<file path="config.mk">
export PLATFORM = sky130hd
export DESIGN_NAME = booth_mac_accumulator
export DESIGN_NICKNAME = d
export VERILOG_FILES = /design/src/rtl/booth_mac_accumulator.sv
export SDC_FILE = /design/constraint.sdc
export NUM_CORES = 1
export LEC_CHECK = 0
export CORE_ASPECT_RATIO = 1.75
export CORE_UTILIZATION = 49
export DETAILED_ROUTE_END_ITERATION = 8
export HOLD_SLACK_MARGIN = 0.1
export PLACE_DENSITY = 0.84
export SYNTH_ARGS = -nofsm -noshare
export SYNTH_HDL_FRONTEND = slang
export SYNTH_SLANG_ARGS = --single-unit
</file>
<file path="constraint.sdc">
create_clock -name clk -period 2.6 [get_ports clk]
set_input_delay 0.26 -clock clk [delete_from_list [all_inputs] [get_ports clk]]
set_output_delay 0.26 -clock clk [all_outputs]
set_load 0.05 [all_outputs]
</file>
<file path="src/rtl/booth_mac_accumulator.sv">
`default_nettype none
// ============================================================================
// Module   : booth_mac_accumulator
// Purpose  : Sums a programmed number of signed products into a saturating
//            accumulator and hands the dot-product result downstream.
// Revision : 1.0
// ============================================================================
module booth_mac_accumulator #(
  parameter int PROD_W = 16,
  parameter int ACC_W  = 20,
  parameter int LEN_W  = 8
) (
  input  logic              clk,
  input  logic              rst,
  input  logic              start,
  input  logic [LEN_W-1:0]  frame_len,
  input  logic [PROD_W-1:0] product,
  input  logic              prod_valid,
  output logic              prod_ready,
  output logic [ACC_W-1:0]  result,
  output logic              overflow,
  output logic              res_valid,
  input  logic              res_ready,
  output logic              busy
);

  typedef enum logic [1:0] {
    S_IDLE  = 2'd0,
    S_ACCUM = 2'd1,
    S_DONE  = 2'd2
  } state_t;

  localparam logic [LEN_W-1:0] C_ONE = {{(LEN_W-1){1'b0}}, 1'b1};

  state_t             state_q, state_d;
  logic [ACC_W-1:0]   acc_q, acc_d;
  logic [LEN_W-1:0]   len_q, len_d;
  logic [LEN_W-1:0]   count_q, count_d;
  logic               ovf_q, ovf_d;

  logic [ACC_W:0]     sum_w;
  logic               sum_ovf_w;
  logic [ACC_W-1:0]   clamp_w;

  // One guard bit lets the sign disagreement expose overflow in either direction.
  assign sum_w     = {acc_q[ACC_W-1], acc_q}
                   + {{(ACC_W-PROD_W+1){product[PROD_W-1]}}, product};
  assign sum_ovf_w = sum_w[ACC_W] ^ sum_w[ACC_W-1];
  assign clamp_w   = sum_w[ACC_W] ? {1'b1, {(ACC_W-1){1'b0}}}
                                  : {1'b0, {(ACC_W-1){1'b1}}};

  always_comb begin
    state_d = state_q;
    acc_d   = acc_q;
    len_d   = len_q;
    count_d = count_q;
    ovf_d   = ovf_q;
    case (state_q)
      S_IDLE: begin
        if (start) begin
          acc_d   = '0;
          ovf_d   = 1'b0;
          count_d = '0;
          len_d   = frame_len;
          state_d = (frame_len == '0) ? S_DONE : S_ACCUM;
        end
      end
      S_ACCUM: begin
        if (prod_valid) begin
          acc_d   = sum_ovf_w ? clamp_w : sum_w[ACC_W-1:0];
          ovf_d   = ovf_q | sum_ovf_w;
          count_d = count_q + C_ONE;
          if (count_q == len_q - C_ONE) begin
            state_d = S_DONE;
          end
        end
      end
      S_DONE: begin
        if (res_ready) begin
          state_d = S_IDLE;
        end
      end
      default: state_d = S_IDLE;
    endcase
  end

  always_ff @(posedge clk or posedge rst) begin
    if (rst) begin
      state_q <= S_IDLE;
      acc_q   <= '0;
      len_q   <= '0;
      count_q <= '0;
      ovf_q   <= 1'b0;
    end else begin
      state_q <= state_d;
      acc_q   <= acc_d;
      len_q   <= len_d;
      count_q <= count_d;
      ovf_q   <= ovf_d;
    end
  end

  // Handshake outputs decode from state only, so no input reaches an output.
  assign prod_ready = (state_q == S_ACCUM);
  assign res_valid  = (state_q == S_DONE);
  assign busy       = (state_q != S_IDLE);
  assign result     = acc_q;
  assign overflow   = ovf_q;

endmodule
`default_nettype wire

</file>
Word-level counts from Yosys, hierarchy flattened

Index checks and enable logic that the tools add are counted.

Bits in registers: 39
Input port bits: 29
Output and inout port bits: 24
Word-level logic and storage cells: 41

Add/sub/neg operators: 3
Eq/ne operators: 7
Muxes and demuxes: 17
Bitwise gates (word level): 2
Reduce and logical (&&, ||, !) cells: 7

Operators with widths:

| operator                                                               | count |
|---|---|
| 20-bit two-way mux                                                     | 4 |
| 20-bit case mux with 2 select lines                                    | 1 |
| 20-bit by 16-bit adder with 21-bit output                              | 1 |
| 8-bit two-way mux                                                      | 2 |
| 8-bit case mux with 2 select lines                                     | 1 |
| 2-bit two-way mux                                                      | 5 |
| 8-bit by 1-bit adder with 8-bit output (second input constant)         | 1 |
| 8-bit equality test                                                    | 1 |
| 8-bit zero test                                                        | 1 |
| 8-bit by 1-bit subtractor with 8-bit output (second input constant)    | 1 |
| 2-bit case mux with 3 select lines                                     | 1 |
| 2-bit by 1-bit != test with 1-bit output (second input constant)       | 2 |
| 2-bit != test (second input constant)                                  | 2 |
| 4-bit AND reduction                                                    | 1 |
| 2-bit nonzero test                                                     | 2 |
| 3-bit AND reduction                                                    | 1 |
| 2-bit by 1-bit equality test with 1-bit output (second input constant) | 1 |
| 2-bit equality test (second input constant)                            | 1 |
| 2-bit zero test                                                        | 1 |
| 1-bit two-way mux                                                      | 2 |
| 1-bit case mux with 2 select lines                                     | 1 |
| 2-bit AND reduction                                                    | 1 |
| 1-bit bitwise OR                                                       | 1 |
| 1-bit XOR                                                              | 1 |

Logic depth before layout (Yosys ltp)

Gate-level depths: netlist (run 1).

Depth after elaboration: 5
Mapped depth: 10
Gate-level depth less buffers: 9

Worst setup path before layout (run 1)

No wires, ideal clock.

Kind: reg-to-reg
From: register acc_q[0] (netlist: result[0])
To: register acc_q[0] (netlist: result[0])
Setup time: 0.121 ns
Arrival: 2.633 ns
Data required time: 2.479 ns
Setup slack: -0.154 ns
Stages on the path, launching flop included: 10
Path buffers: 1
Period minus slack after synthesis: 2.754 ns
Path through: dfrtp_1 ha_1 fa_1 a21oi_1 nor2_1 o311a_1 o21a_1 buf_2 maj3_1 a22o_1

Longest elaborated chain between the ends: 5
Elaborated cells between the ends (all ways): 6
Those cells by class: add/sub (1); mux (4); bitwise (1)

Ends and longest elaborated chain:

| element                                                | line   | text |
|---|---|---|
| from (decl)                                            | 36     | `logic [ACC_W-1:0] acc_q, acc_d;` |
| from (signal assigned)                                 | 90     | `acc_q <= '0;` |
| from (signal assigned)                                 | 96     | `acc_q <= acc_d;` |
| 20-bit by 16-bit adder with 21-bit output (*)          | 47     | `+ {{(ACC_W-PROD_W+1){product[PROD_W-1]}}, product};` |
| 20-bit two-way mux / 1-bit XOR (equally long branches) | 49, 48 |  |
| 20-bit two-way mux (*)                                 | 70     | `acc_d = sum_ovf_w ? clamp_w : sum_w[ACC_W-1:0];` |
| 20-bit two-way mux (*)                                 | 69     | `if (prod_valid) begin` |
| 20-bit case mux with 2 select lines (*)                | 58     | `case (state_q)` |

Every way passes the cells marked *; elsewhere a longest branch is shown, timed or not. The select of a mux whose other input is x is not followed.
A chain may end at the register's enable or synchronous reset.

Worst setup path in the final report (run 1)

From: register len_q[2]
To: register state_q[1]

Longest elaborated chain between the ends: 4

Ends and longest elaborated chain:

| element                                                   | line | text |
|---|---|---|
| from (decl)                                               | 37   | `logic [LEN_W-1:0] len_q, len_d;` |
| from (signal assigned)                                    | 97   | `len_q <= len_d;` |
| 8-bit by 1-bit subtractor with 8-bit output               | 73   | `if (count_q == len_q - C_ONE) begin` |
| 8-bit equality test                                       | 73   |  |
| 2-bit by 1-bit != test with 1-bit output (no source line) | -    |  |
| 4-bit AND reduction (no source line)                      | -    |  |
| to (signal assigned)                                      | 95   | `state_q <= state_d;` |
| to (decl)                                                 | 35   | `state_t state_q, state_d;` |

Every way passes these cells.

==> impl_results.html, run 1 <==
<table>
<tr><th>Metric</th><th>Value</th></tr>
<tr><th colspan="2">Timing</th></tr>
<tr><td>Transition time at the pin with the least slew margin</td><td>733 ps</td></tr>
<tr><td>Relative slew margins</td><td>0.509</td></tr>
<tr><td>Maximum clock rate</td><td>0.399 GHz</td></tr>
<tr><td>Setup slack of the critical path after layout</td><td>95.0 ps</td></tr>
<tr><td>Sum of negative setup slack</td><td>0 ps</td></tr>
<tr><td>Final critical-path required period</td><td>between 2000 and 3000 ps</td></tr>
<tr><td>Setup clock skew after layout</td><td>13.6 ps</td></tr>
<tr><td>Setup violators final</td><td>0</td></tr>
<tr><td>Endpoints failing hold</td><td>0</td></tr>
<tr><td>Pins over their slew limit</td><td>0</td></tr>
<tr><td>Tcrit/Tclk final</td><td>0.963</td></tr>
<tr><th colspan="2">Synthesis</th></tr>
<tr><td>Seq cells post-synth</td><td>39</td></tr>
<tr><td>Synthesized area per cell</td><td>8.15 um2</td></tr>
<tr><td>Main flop type after synthesis</td><td>dfrtp_1</td></tr>
<tr><td>Portion of the post-synthesis area used by sequential elements</td><td>0.312</td></tr>
<tr><td>Number of enable-type register cells in the synthesized netlist</td><td>0</td></tr>
<tr><td>Cell count after synthesis</td><td>384</td></tr>
<tr><td>Summed instance area of the synthesized netlist</td><td>3130 um2</td></tr>
<tr><td>Number of nets produced by synthesis</td><td>436</td></tr>
<tr><td>Async set or reset register ratio after synthesis</td><td>1.00</td></tr>
<tr><td>Synthesis Warnings</td><td>0</td></tr>
<tr><td>Synth unique cells</td><td>54</td></tr>
<tr><th colspan="2">CTS</th></tr>
<tr><td># clock sinks</td><td>39</td></tr>
<tr><td>Cell chosen for the clock root</td><td>clkbuf_8</td></tr>
<tr><td>Number of buffers created by CTS</td><td>5</td></tr>
<tr><td>Maximum clock path buffer count</td><td>2</td></tr>
<tr><td>Number of levels in the clock H-tree</td><td>2</td></tr>
<tr><td>Clock transition at path regs</td><td>around 90 ps</td></tr>
<tr><td>Worst-skew pair later-pin latency</td><td>between 300 and 400 ps</td></tr>
<tr><td>TritonCTS clock tree</td><td>yes</td></tr>
<tr><th colspan="2">Route</th></tr>
<tr><td>Routed wirelength normalized by instance count</td><td>16.8 um</td></tr>
<tr><td>Detailed-route via count</td><td>3,369</td></tr>
<tr><td>DRC violation total after the first TritonRoute iteration</td><td>approximately 170</td></tr>
<tr><td>Pre-antenna DRT Iters</td><td>5</td></tr>
<tr><td>DRC violations left</td><td>0</td></tr>
<tr><td>Detail Route Antenna Nets</td><td>0</td></tr>
<tr><td>Routed vias/inst</td><td>5.93</td></tr>
<tr><td>Overall routed net length</td><td>9.53 mm</td></tr>
<tr><th colspan="2">Global routing</th></tr>
<tr><td>Largest net degree at the start of global routing</td><td>40</td></tr>
<tr><td>First-pass GRT wire length</td><td>15.0 mm</td></tr>
<tr><td>Antenna violations before repair</td><td>0</td></tr>
<tr><td>Overall fraction of global-route tracks in use</td><td>0.288</td></tr>
<tr><td>Sum of overflow across all layers after global routing</td><td>0</td></tr>
<tr><td>Vias in the first global route</td><td>3,334</td></tr>
<tr><th colspan="2">Placement</th></tr>
<tr><td>DP Worst Slack</td><td>-307 ps</td></tr>
<tr><td>Detailed placer's ending HPWL</td><td>7.17 mm</td></tr>
<tr><td>RePlAce Congestion</td><td>between 0.9 and 1</td></tr>
<tr><td>Placed Instance Area</td><td>approximately 4200 um2</td></tr>
<tr><td>Count of buffers inserted at the top-level ports</td><td>between 50 and 60</td></tr>
<tr><th colspan="2">Floorplan</th></tr>
<tr><td>Area of the placeable core</td><td>6180 um2</td></tr>
<tr><td>Number of top-level pins</td><td>53</td></tr>
<tr><td>Effective utilization at floorplan</td><td>0.506</td></tr>
<tr><td>Die width</td><td>62.4 um</td></tr>
<tr><td>Die height</td><td>around 110 um</td></tr>
<tr><td>Die area</td><td>6720 um2</td></tr>
<tr><td>Row Count</td><td>38</td></tr>
<tr><th colspan="2">Pwr</th></tr>
<tr><td>PwrDens</td><td>approximately 1300 nW/um2</td></tr>
<tr><td>Total leakage power</td><td>0.00192 uW</td></tr>
<tr><td>Overall power after layout</td><td>5570 uW</td></tr>
<tr><td>Worst VDD drop</td><td>0.697 mV</td></tr>
<tr><th colspan="2">Final layout</th></tr>
<tr><td>Total non-filler cell area in the finished layout</td><td>between 4000 and 5000 um2</td></tr>
<tr><td>Layout cells sized above 1</td><td>0.207</td></tr>
<tr><td>Net count, final</td><td>539</td></tr>
<tr><td>Filler instances</td><td>between 400 and 500</td></tr>
<tr><td>Number of inserted diodes</td><td>0</td></tr>
<tr><td>Area Growth Syn to Fin</td><td>39.7%</td></tr>
<tr><th colspan="2">Setup path</th></tr>
<tr><td>Depth of the most critical reg-to-reg path</td><td>7</td></tr>
<tr><td>Critical path data arrival time</td><td>2740 ps</td></tr>
<tr><td>Endpoint type of the worst setup path</td><td>register</td></tr>
<tr><td>Required time at the endpoint of the critical path</td><td>2840 ps</td></tr>
<tr><td>Crit path kind</td><td>register to register</td></tr>
<tr><td>Setup slack of the worst register-to-register path</td><td>100 ps</td></tr>
<tr><td>Worst setup SP type</td><td>register</td></tr>
<tr><td>Slowest CP cell</td><td>or4b_1</td></tr>
<tr><td>Highest net fanout along the worst path</td><td>5</td></tr>
<tr><td>R2R Path End</td><td>state_q[1]$_DFFE_PP0P_</td></tr>
<tr><td>Worst reg2reg startpoint</td><td>len_q[2]$_DFFE_PP0P_</td></tr>
<tr><td>Maximum cell stage delay along the critical path</td><td>540 ps</td></tr>
<tr><td>Ordered list of cells on the worst path</td><td>or4_4, or4b_1, nand3_1, o211ai_1, a2111oi_4, a211oi_1, nor3_1</td></tr>
<tr><th colspan="2">Outcome</th></tr>
<tr><td>Run status</td><td>complete, no violations</td></tr>
<tr><th colspan="2">Hold path</th></tr>
<tr><td>Kind of path behind the tightest hold check</td><td>input port to async pin</td></tr>
<tr><th colspan="2">Run</th></tr>
<tr><td>Max-cap violation count</td><td>0</td></tr>
</table>
==> cell usage after synthesis, types with 7 or more instances <==
master	count	area (um2)
a21oi_1	37	185
nor3_1	8	40.0
dfrtp_1	39	976
xor2_1	14	123
clkbuf_1	17	63.8
nor2b_1	8	50.1
nand3_1	11	55.1
nor2_1	22	82.6
inv_1	7	26.3
ha_1	22	275
o21ai_0	38	190
xnor2_1	16	140
nand4_1	7	43.8
nand2_1	56	210
==> per-layer routing <==
metal,share of wire,vias to the layer above,global-route usage,wire length [um]
li1,-,1596,-,-
met1,0.36,1633,0.279,3480
met2,0.55,99,0.557,5280
met3,0.028,41,0.0371,271
met4,0.053,0,0.194,505
met5,0,-,0,0
==> power breakdown <==
part,internal (uW),switching (uW)
clock network,286,249
registers,832,240
logic,1680,2280
total,2800,2770
==> cell type report <==
class,instances,area (um2),share of cell area
multi-input cells,318,2140,0.490
repair buffers,116,1010,0.231
flip-flops and latches,39,982,0.225
well taps,80,100,0.0229
clock buffers,5,68.8,0.0158
clock inverters,3,43.8,0.0100
inverters,7,26.3,0.00601
==> how the worst max path moves through the flow <==
stage                              to  depth (start not counted)  slack (ps)              startpoint
2_1_floorplan   result[7]$_DFFE_PP0P_                          9           3  result[14]$_DFFE_PP0P_
3_3_place_gp    result[1]$_DFFE_PP0P_                         10        -210             product[15]
3_5_place_dp    result[0]$_DFFE_PP0P_                         10        -310             product[15]
4_1_cts         result[0]$_DFFE_PP0P_                         10          30             product[15]
5_1_grt        state_q[1]$_DFFE_PP0P_                          7         -30    len_q[2]$_DFFE_PP0P_
6_report       state_q[1]$_DFFE_PP0P_                          7         100    len_q[2]$_DFFE_PP0P_
==> kinds of logic after synthesis <==
kind of cell / synth area share
mux: 0.0104
xor+xnor: 0.0840
fa+ha+maj: 0.104
compound gates: 0.250
flops: 0.312
buf+inv: 0.0336
simple gates: 0.206
==> stage by stage <==
| stage | util | std cells | hold slack [ps] |
|---|---|---|---|
| final | 0.707 | 568 | 355 |
| after floorplan | - | 384 | 365 |
| after global routing | 0.707 | 568 | 422 |
| after global placement | 0.672 | 559 | 481 |
| after detailed placement | 0.672 | 559 | 492 |
| after CTS | 0.690 | 567 | 380 |
==> worst max-delay path, delay by kind of cell (launching register included) <==
family / cells / cell delay (ps)
AOI/OAI and AO/OA: 3 / 650
and+or+nand+nor: 4 / 1350
DFF: 1 / 440
==> cell usage in the layout (no fill, tap or decap), types with 2 or more instances in the layout <==
cell	Yosys	final
buf_6	0	2
a31oi_1	2	2
o21a_1	5	4
o21bai_1	3	3
dfrtp_1	39	34
nand2_1	56	56
a21oi_1	37	34
a311oi_1	2	2
inv_1	7	7
a21o_1	5	5
xor2_1	14	14
xnor2_1	16	16
nor2b_1	8	6
a41oi_1	3	2
dfrtp_2	0	5
a21oi_2	0	3
ha_2	0	2
and2_1	4	4
nor2_1	22	22
nor3_1	8	7
nand3_1	11	11
nand4_1	7	7
clkdlybuf4s50_1	0	52
and4_1	3	2
nor4_1	2	2
maj3_1	3	3
o21ai_0	38	33
a211oi_2	1	2
a211oi_1	3	2
a22o_1	4	4
clkbuf_8	0	5
buf_4	0	62
nand3b_1	2	2
o21ai_1	4	9
or3_1	2	2
o211ai_1	4	4
ha_1	22	19
and3_1	4	4
mux2_2	2	2
==> flip-flops by register name, summed over array words and instances, names as in the netlist <==
name and count:
result 20, count_q 8, len_q 8, state_q 2, overflow 1
==> repair_timing <==
| item | CTS | global route |
|---|---|---|
| setup endpoints to repair | 0 | 19 |
| resized for setup | 0 | 26 |
| hold endpoints to repair | 0 | 0 |
| setup buffers | 0 | 1 |
| hold buffers | 0 | 0 |
Note: power is estimated with default switching activity, not from simulation.
==> inputs of run 2 (changes only) <==
--- a/config.mk
+++ b/config.mk
@@ -7,6 +7,7 @@
 export LEC_CHECK = 0
 export CORE_ASPECT_RATIO = 1.75
 export CORE_UTILIZATION = 49
+export CTS_CLUSTER_SIZE = 12
 export DETAILED_ROUTE_END_ITERATION = 8
 export HOLD_SLACK_MARGIN = 0.1
 export PLACE_DENSITY = 0.84
==> constraint.sdc (replaced) <==
create_clock -name clk -period 2.3 [get_ports clk]
set_input_delay 0.23 -clock clk [delete_from_list [all_inputs] [get_ports clk]]
set_output_delay 0.23 -clock clk [all_outputs]
set_load 0.05 [all_outputs]
==> run 2 against run 1 <==
Effect of this change:
- the flow now finishes with violations (setup timing)
- final cell count is 7.6% higher
- combinational power is 58% higher
- first-iteration DRC count is 86% higher
- clock power is 18% higher
- sequential power is 16% higher
- cell area is 20% higher
- worst hold slack worse by 8.8 ps
- via count is 18% higher
- maximum frequency is 3.5% lower
- sequential share of layout area is 3.4 points lower
- register-to-register slack worse by 390 ps
- highest routed layer unchanged
==> impl_results.html, run 2 (same netlist as run 1, synthesis figures left out) <==
<table>
<tr><th>Metric</th><th>Value</th></tr>
<tr><th colspan="2">Route</th></tr>
<tr><td>Pre-antenna DRT Iters</td><td>6 (was 5)</td></tr>
<tr><td>DRC violations left</td><td>0 (unchanged)</td></tr>
<tr><td>Detailed-route via count</td><td>3,970 (was 3,369)</td></tr>
<tr><td>Routed vias/inst</td><td>6.50 (was 5.93)</td></tr>
<tr><td>DRC violation total after the first TritonRoute iteration</td><td>313 (was 168)</td></tr>
<tr><td>Routed wirelength normalized by instance count</td><td>22.4 um (was 16.8 um)</td></tr>
<tr><td>Overall routed net length</td><td>13.7 mm (was 9.53 mm)</td></tr>
<tr><td>Detail Route Antenna Nets</td><td>0 (unchanged)</td></tr>
<tr><th colspan="2">Final layout</th></tr>
<tr><td>Number of flip-flops under the largest register name</td><td>20 (unchanged)</td></tr>
<tr><td>Sequential cell area</td><td>996 um2 (was 982 um2)</td></tr>
<tr><td>Leading cell types in the layout, fill and taps excluded</td><td>buf_4, nand2_1, clkdlybuf4s50_1, dfrtp_1, nor2_1 (was buf_4, nand2_1, clkdlybuf4s50_1, a21oi_1, dfrtp_1)</td></tr>
<tr><td>Layout cells sized above 1</td><td>0.394 (was 0.207)</td></tr>
<tr><td>Final core utilization</td><td>0.845 (was 0.707)</td></tr>
<tr><td>Net count, final</td><td>582 (was 539)</td></tr>
<tr><td>Number of inserted diodes</td><td>0 (unchanged)</td></tr>
<tr><td>Most common cell after layout, fill and taps aside</td><td>buf_4 (unchanged)</td></tr>
<tr><td>Area used by multi-input combinational logic</td><td>2600 um2 (was 2140 um2)</td></tr>
<tr><td>Filler instances</td><td>319 (was 476)</td></tr>
<tr><td>Area Growth Syn to Fin</td><td>66.9% (was 39.7%)</td></tr>
<tr><th colspan="2">Floorplan</th></tr>
<tr><td>Die height</td><td>108 um (unchanged)</td></tr>
<tr><td>Effective utilization at floorplan</td><td>0.506 (unchanged)</td></tr>
<tr><td>Die width</td><td>62.4 um (unchanged)</td></tr>
<tr><td>Row Count</td><td>38 (unchanged)</td></tr>
<tr><td>Die area</td><td>6720 um2 (unchanged)</td></tr>
<tr><td>Number of top-level pins</td><td>53 (unchanged)</td></tr>
<tr><td>Area of the placeable core</td><td>6180 um2 (unchanged)</td></tr>
<tr><th colspan="2">CTS</th></tr>
<tr><td>Clock transition at path regs</td><td>110 ps (was 90 ps)</td></tr>
<tr><td>Worst-skew pair later-pin latency</td><td>320 ps (about the same)</td></tr>
<tr><td>Number of levels in the clock H-tree</td><td>2 (unchanged)</td></tr>
<tr><td>Number of buffers created by CTS</td><td>5 (unchanged)</td></tr>
<tr><td>Cell chosen for the clock root</td><td>clkbuf_8 (unchanged)</td></tr>
<tr><td>Maximum clock path buffer count</td><td>2 (unchanged)</td></tr>
<tr><td>TritonCTS clock tree</td><td>yes (unchanged)</td></tr>
<tr><td># clock sinks</td><td>39 (unchanged)</td></tr>
<tr><th colspan="2">Pwr</th></tr>
<tr><td>PwrDens</td><td>1560 nW/um2 (was 1280 nW/um2)</td></tr>
<tr><td>Overall power after layout</td><td>8130 uW (was 5570 uW)</td></tr>
<tr><td>Worst VDD drop</td><td>0.963 mV (was 0.697 mV)</td></tr>
<tr><td>Total leakage power</td><td>0.00222 uW (was 0.00192 uW)</td></tr>
<tr><th colspan="2">Global routing</th></tr>
<tr><td>Overall fraction of global-route tracks in use</td><td>0.377 (was 0.288)</td></tr>
<tr><td>Sum of overflow across all layers after global routing</td><td>0 (unchanged)</td></tr>
<tr><td>Vias in the first global route</td><td>4,057 (was 3,334)</td></tr>
<tr><td>Largest net degree at the start of global routing</td><td>40 (unchanged)</td></tr>
<tr><td>Antenna violations before repair</td><td>0 (unchanged)</td></tr>
<tr><td>First-pass GRT wire length</td><td>19.6 mm (was 15.0 mm)</td></tr>
<tr><th colspan="2">Outcome</th></tr>
<tr><td>Run status</td><td>complete, but fails checks (was complete, no violations)</td></tr>
<tr><td>Violations in the final reports</td><td>setup timing</td></tr>
<tr><th colspan="2">Timing</th></tr>
<tr><td>Transition time at the pin with the least slew margin</td><td>560 ps (was 733 ps)</td></tr>
<tr><td>Unrepaired setup endpoints after global routing</td><td>true</td></tr>
<tr><td>Final critical-path required period</td><td>2600 ps (was 2500 ps)</td></tr>
<tr><td>Pins over their slew limit</td><td>0 (unchanged)</td></tr>
<tr><td>Endpoints failing hold</td><td>0 (unchanged)</td></tr>
<tr><td>Setup slack of the critical path after layout</td><td>-296 ps (was 95.0 ps)</td></tr>
<tr><td>Relative slew margins</td><td>0.627 (was 0.509)</td></tr>
<tr><td>Setup violators final</td><td>22 (was 0)</td></tr>
<tr><td>Tcrit/Tclk final</td><td>1.13 (was 0.963)</td></tr>
<tr><td>Maximum clock rate</td><td>0.385 GHz (was 0.399 GHz)</td></tr>
<tr><td>Setup clock skew after layout</td><td>19.8 ps (was 13.6 ps)</td></tr>
<tr><th colspan="2">Placement</th></tr>
<tr><td>Detailed placer's ending HPWL</td><td>7.66 mm (was 7.17 mm)</td></tr>
<tr><td>Count of buffers inserted at the top-level ports</td><td>52 (unchanged)</td></tr>
<tr><td>RePlAce Congestion</td><td>0.962 (was 0.967)</td></tr>
<tr><th colspan="2">Hold path</th></tr>
<tr><td>Kind of path behind the tightest hold check</td><td>input port to async pin (unchanged)</td></tr>
<tr><th colspan="2">Setup path</th></tr>
<tr><td>Worst setup SP type</td><td>register (unchanged)</td></tr>
<tr><td>Critical path data arrival time</td><td>2780 ps (was 2740 ps)</td></tr>
<tr><td>Endpoint type of the worst setup path</td><td>register (unchanged)</td></tr>
<tr><td>Crit path kind</td><td>register to register (unchanged)</td></tr>
<tr><td>Required time at the endpoint of the critical path</td><td>2480 ps (was 2840 ps)</td></tr>
<tr><td>Highest net fanout along the worst path</td><td>8 (was 5)</td></tr>
<tr><th colspan="2">Run</th></tr>
<tr><td>Max-cap violation count</td><td>0 (unchanged)</td></tr>
</table>
## run 2: routing by layer
metal,share of wire,up-vias,GRT usage
li1,-,1689,-
met1,0.32,1903,0.375
met2,0.51,260,0.689
met3,0.074,118,0.0689
met4,0.089,0,0.282
met5,0,-,0
## run 2: what timing repair did
item	4_1_cts	5_1_grt
hold endpoints to repair	0	0
hold buffers	0	0
setup endpoints to repair	22	22
setup buffers	14	4
gates cloned	0	1
pin swaps	26	20
resized for setup	52	54
## run 2: area by class of cell
type / instances / area share
Timing Repair Buffer: 159 / 0.265
Multi-Input combinational cell: 318 / 0.499
Tap cell: 80 / 0.0192
Inverter: 7 / 0.00503
Sequential cell: 39 / 0.191
Clock buffer: 5 / 0.0132
Clock inverter: 3 / 0.00839
## run 2: critical path, stage by stage (launching register included)
cell      delay, ps
dfrtp_2         440
ha_4            280
buf_6           120
nand4_1         270
a21oi_4         300
o211a_1         270
a211oi_4         70
buf_6           160
buf_4           140
a311oi_1        270
nand3_1         120
## run 2: worst paths after layout
kind                                          endpoint  cells after the start             startpoint  slack, ps
worst max-delay path            result[18]$_DFFE_PP0P_                     10  result[4]$_DFFE_PP0P_       -300
worst min-delay path              overflow$_DFFE_PP0P_                      3                    rst        350
worst max register to register  result[18]$_DFFE_PP0P_                     10  result[4]$_DFFE_PP0P_       -300
worst min register to register    len_q[7]$_DFFE_PP0P_                      2   len_q[7]$_DFFE_PP0P_        520
max in group asynchronous       result[14]$_DFFE_PP0P_                      3                    rst       1520
min in group clk                  len_q[7]$_DFFE_PP0P_                      3           frame_len[7]        470
## run 2: power by group
part | total [uW] | leakage (uW) | switching, uW | internal (uW)
clock network | 630 | 0.0000581 | 306 | 324
logic | 6270 | 0.00167 | 3490 | 2780
registers | 1240 | 0.000483 | 282 | 953
## run 2: metrics by stage
step | hold WS, ps | TNS, ps | area (um2) | worst slack, ps | std cells
floorplan | 335 | -2160 | 3290 | -216 | 384
detailed placement | 500 | -10220 | 4460 | -588 | 584
CTS | 362 | -534 | 4910 | -126 | 606
finish | 347 | -3470 | 5220 | -296 | 611
global route | 428 | -5030 | 5220 | -366 | 611
global placement | 502 | -8330 | 4460 | -538 | 584
==> inputs of run 3 (changes only) <==
--- a/config.mk
+++ b/config.mk
@@ -5,7 +5,6 @@
 export SDC_FILE = /design/constraint.sdc
 export NUM_CORES = 1
 export LEC_CHECK = 0
-export CORE_ASPECT_RATIO = 1.75
 export CORE_UTILIZATION = 49
 export CTS_CLUSTER_SIZE = 12
 export DETAILED_ROUTE_END_ITERATION = 8
==> run 3 against run 2 <==
Effect of this change:
- worst setup slack better by 38 ps
- critical path depth is 1 lower
- critical path type unchanged
- clock-buffer cell count is 1 higher
- clock skew is 14 ps lower
- wire length is 4.9% higher
- combinational power is 5.6% higher
- first-iteration DRC count is 70% higher
- sequential cell count stayed put
- the run ends with DRC, setup timing left
- register-to-register slack better by 40 ps
- clock power is 17% higher
- global-route usage is 1.1 points lower
- largest cell class unchanged
==> impl_results.html, run 3 (same netlist as run 1, synthesis figures left out) <==
<table>
<tr><th>Metric</th><th>Value</th></tr>
<tr><th colspan="2">Pwr</th></tr>
<tr><td>Switching part of the total</td><td>0.498 (was 0.501)</td></tr>
<tr><td>Clock group share of total power</td><td>0.086 (was 0.077)</td></tr>
<tr><td>Overall power after layout</td><td>8600 uW (was 8130 uW)</td></tr>
<tr><td>Part of the power in registers</td><td>0.144 (was 0.152)</td></tr>
<tr><td>Worst VDD drop</td><td>1.31 mV (was 0.963 mV)</td></tr>
<tr><td>Total leakage power</td><td>0.00226 uW (was 0.00222 uW)</td></tr>
<tr><td>Power spent charging and discharging nets</td><td>4290 uW (was 4070 uW)</td></tr>
<tr><td>PwrDens</td><td>1630 nW/um2 (was 1560 nW/um2)</td></tr>
<tr><td>Combinational Power Share</td><td>0.770 (was 0.771)</td></tr>
<tr><td>Internal power consumption</td><td>4310 uW (was 4060 uW)</td></tr>
<tr><th colspan="2">Final layout</th></tr>
<tr><td>Leading cell types in the layout, fill and taps excluded</td><td>buf_4, nand2_1, clkdlybuf4s50_1, dfrtp_1, nor2_1 (unchanged)</td></tr>
<tr><td>Filler instances</td><td>266 (was 319)</td></tr>
<tr><td>Number of inserted diodes</td><td>0 (unchanged)</td></tr>
<tr><td>Total non-filler cell area in the finished layout</td><td>5280 um2 (was 5220 um2)</td></tr>
<tr><td>Layout Cells excl Fill</td><td>608 (was 611)</td></tr>
<tr><td>Area Growth Syn to Fin</td><td>68.8% (was 66.9%)</td></tr>
<tr><td>Most common cell after layout, fill and taps aside</td><td>buf_4 (unchanged)</td></tr>
<tr><td>Sequential cell area</td><td>996 um2 (unchanged)</td></tr>
<tr><td>Layout cells sized above 1</td><td>0.420 (was 0.394)</td></tr>
<tr><td>Area used by multi-input combinational logic</td><td>2600 um2 (about the same)</td></tr>
<tr><td>Net count, final</td><td>584 (was 582)</td></tr>
<tr><td>Number of flip-flops under the largest register name</td><td>20 (unchanged)</td></tr>
<tr><th colspan="2">Route</th></tr>
<tr><td>Pre-antenna DRT Iters</td><td>9 (was 6)</td></tr>
<tr><td>Detailed-route via count</td><td>4,198 (was 3,970)</td></tr>
<tr><td>Overall routed net length</td><td>14.3 mm (was 13.7 mm)</td></tr>
<tr><td>Routed wirelength normalized by instance count</td><td>23.6 um (was 22.4 um)</td></tr>
<tr><td>Detail Route Antenna Nets</td><td>0 (unchanged)</td></tr>
<tr><td>Routed vias/inst</td><td>6.90 (was 6.50)</td></tr>
<tr><td>DRC violation total after the first TritonRoute iteration</td><td>532 (was 313)</td></tr>
<tr><td>DRC violations left</td><td>1 (was 0)</td></tr>
<tr><th colspan="2">Timing</th></tr>
<tr><td>Final critical-path required period</td><td>2560 ps (was 2600 ps)</td></tr>
<tr><td>Endpoints failing hold</td><td>0 (unchanged)</td></tr>
<tr><td>Transition time at the pin with the least slew margin</td><td>565 ps (was 560 ps)</td></tr>
<tr><td>Setup violators final</td><td>25 (was 22)</td></tr>
<tr><td>Relative slew margins</td><td>0.621 (was 0.627)</td></tr>
<tr><td>Maximum clock rate</td><td>0.391 GHz (was 0.385 GHz)</td></tr>
<tr><td>Pins over their slew limit</td><td>0 (unchanged)</td></tr>
<tr><td>Sum of negative setup slack</td><td>-3900 ps (was -3470 ps)</td></tr>
<tr><td>Unrepaired setup endpoints after global routing</td><td>true (unchanged)</td></tr>
<tr><td>Tcrit/Tclk final</td><td>1.11 (was 1.13)</td></tr>
<tr><td>Setup slack of the critical path after layout</td><td>-258 ps (was -296 ps)</td></tr>
<tr><td>Setup clock skew after layout</td><td>6.25 ps (was 19.8 ps)</td></tr>
<tr><th colspan="2">Placement</th></tr>
<tr><td>Count of buffers inserted at the top-level ports</td><td>52 (unchanged)</td></tr>
<tr><td>Placed Instance Area</td><td>4440 um2 (was 4460 um2)</td></tr>
<tr><td>RePlAce Congestion</td><td>0.944 (was 0.962)</td></tr>
<tr><td>DP Worst Slack</td><td>-624 ps (was -588 ps)</td></tr>
<tr><td>Detailed placer's ending HPWL</td><td>6.97 mm (was 7.66 mm)</td></tr>
<tr><td>Placed Instances</td><td>576 (was 584)</td></tr>
<tr><th colspan="2">Global routing</th></tr>
<tr><td>Sum of overflow across all layers after global routing</td><td>0 (unchanged)</td></tr>
<tr><td>Busiest grt layer</td><td>met2 (unchanged)</td></tr>
<tr><td>Antenna violations before repair</td><td>0 (unchanged)</td></tr>
<tr><td>Global-route met1 utilization</td><td>0.421 (was 0.375)</td></tr>
<tr><td>First-pass GRT wire length</td><td>18.5 mm (was 19.6 mm)</td></tr>
<tr><td>Largest net degree at the start of global routing</td><td>40 (unchanged)</td></tr>
<tr><td>Vias in the first global route</td><td>3,868 (was 4,057)</td></tr>
<tr><td>Met3 Track Usage GR</td><td>0.0967 (was 0.0689)</td></tr>
<tr><td>Overall fraction of global-route tracks in use</td><td>0.366 (was 0.377)</td></tr>
<tr><td>Met2 capacity usage during global routing</td><td>0.610 (was 0.689)</td></tr>
<tr><th colspan="2">Floorplan</th></tr>
<tr><td>Number of top-level pins</td><td>53 (unchanged)</td></tr>
<tr><td>Area of the placeable core</td><td>6030 um2 (was 6180 um2)</td></tr>
<tr><td>Die area</td><td>6710 um2 (was 6720 um2)</td></tr>
<tr><td>Die height</td><td>81.9 um (was 108 um)</td></tr>
<tr><td>Row Count</td><td>28 (was 38)</td></tr>
<tr><td>Die width</td><td>81.9 um (was 62.4 um)</td></tr>
<tr><td>Effective utilization at floorplan</td><td>0.519 (was 0.506)</td></tr>
<tr><th colspan="2">CTS</th></tr>
<tr><td>Clock transition at path regs</td><td>90 ps (was 110 ps)</td></tr>
<tr><td>Number of buffers created by CTS</td><td>5 (unchanged)</td></tr>
<tr><td>CTS hold repair buffers</td><td>0 (unchanged)</td></tr>
<tr><td>Maximum clock path buffer count</td><td>2 (unchanged)</td></tr>
<tr><td>TritonCTS clock tree</td><td>yes (unchanged)</td></tr>
<tr><td>Worst-skew pair later-pin latency</td><td>310 ps (was 320 ps)</td></tr>
<tr><td>Number of levels in the clock H-tree</td><td>2 (unchanged)</td></tr>
<tr><td>Cell chosen for the clock root</td><td>clkbuf_8 (unchanged)</td></tr>
<tr><td># clock sinks</td><td>39 (unchanged)</td></tr>
<tr><th colspan="2">Setup path</th></tr>
<tr><td>Depth of the most critical reg-to-reg path</td><td>9 (was 10)</td></tr>
<tr><td>Setup slack of the worst register-to-register path</td><td>-260 ps (was -300 ps)</td></tr>
<tr><td>Critical path data arrival time</td><td>2760 ps (was 2780 ps)</td></tr>
<tr><td>Highest net fanout along the worst path</td><td>4 (was 8)</td></tr>
<tr><td>Worst reg2reg startpoint</td><td>result[0]$_DFFE_PP0P_ (was result[4]$_DFFE_PP0P_)</td></tr>
<tr><td>Endpoint type of the worst setup path</td><td>register (unchanged)</td></tr>
<tr><td>Crit path kind</td><td>register to register (unchanged)</td></tr>
<tr><td>Required time at the endpoint of the critical path</td><td>2500 ps (was 2480 ps)</td></tr>
<tr><td>Worst setup SP type</td><td>register (unchanged)</td></tr>
<tr><td>R2R Path End</td><td>result[0]$_DFFE_PP0P_ (was result[18]$_DFFE_PP0P_)</td></tr>
<tr><td>Critical path destination</td><td>result[0]$_DFFE_PP0P_ (was result[18]$_DFFE_PP0P_)</td></tr>
<tr><td>Setup crit start</td><td>result[0]$_DFFE_PP0P_ (was result[4]$_DFFE_PP0P_)</td></tr>
<tr><th colspan="2">Hold path</th></tr>
<tr><td>Kind of path behind the tightest hold check</td><td>input port to async pin (unchanged)</td></tr>
<tr><th colspan="2">Outcome</th></tr>
<tr><td>Violations in the final reports</td><td>DRC, setup timing (was setup timing)</td></tr>
<tr><td>Run status</td><td>complete, but fails checks (unchanged)</td></tr>
<tr><th colspan="2">Run</th></tr>
<tr><td>Max-cap violation count</td><td>0 (unchanged)</td></tr>
</table>
## run 3: cell count changes in the layout (fill, tap and decap cells not counted), sizes merged
cell | previous run | this run
buf | 106 | 109
bufinv | 1 | 2
dlymetal6s2s | 0 | 1
clkinv | 2 | 0
clkdlybuf4s50 | 51 | 48
dlygate4sd2 | 1 | 3
## run 3: worst min-delay path by stage
| stage | start | to | slack [ps] | cells after the start |
|---|---|---|---|---|
| after CTS | rst | result[7]$_DFFE_PP0P_ | 370 | 3 |
| after detailed placement | overflow$_DFFE_PP0P_ | overflow$_DFFE_PP0P_ | 480 | 2 |
| final | rst | count_q[1]$_DFFE_PP0P_ | 330 | 3 |
| after floorplan | frame_len[2] | len_q[2]$_DFFE_PP0P_ | 340 | 2 |
| after global placement | overflow$_DFFE_PP0P_ | overflow$_DFFE_PP0P_ | 460 | 2 |
| after global routing | rst | count_q[5]$_DFFE_PP0P_ | 460 | 3 |
## run 3: through the flow
| step | utilization | hold WS [ps] |
|---|---|---|
| global placement | 0.738 | 464 |
| finish | 0.876 | 335 |
| detailed placement | 0.738 | 479 |
| floorplan | - | 335 |
| global route | 0.876 | 460 |
| CTS | 0.804 | 372 |
## run 3: power by group through the flow
stage	Clock, uW	Sequential [uW]	Combinational (uW)
finish	739	1240	6620
global route	749	1250	6930
CTS	714	1190	5280
detailed placement	0	1200	4650
global placement	0	1180	4500
floorplan	0	1660	2430
## run 3: layout make-up
cell class | count | area share
multi-input cells | 318 | 0.492
repair buffers | 161 | 0.271
flip-flops and latches | 39 | 0.189
inverters | 7 | 0.00498
clock buffers | 6 | 0.0137
well taps | 75 | 0.0178
clock inverters | 2 | 0.0114
## run 3: layer usage
layer | part of all wire | vias to the layer above
li1 | - | 1698
met1 | 0.37 | 1948
met2 | 0.46 | 414
met3 | 0.10 | 138
met4 | 0.072 | 0
met5 | 0 | -
## run 3: worst max-delay path, stage by stage (launching register included)
cell	delay (ps)
dfrtp_2	430
ha_4	170
fa_2	350
a21oi_2	190
nor2_1	70
o311a_1	330
o21a_4	270
buf_12	140
maj3_2	310
a22o_1	180
## run 3: what timing repair did
action                                  in CTS  in global routing
setup buffers                                9                 13
endpoints found under the setup margin      23                 23
pin swaps                                   24                 44
cloned                                       2                  0
resized for setup                           60                 75
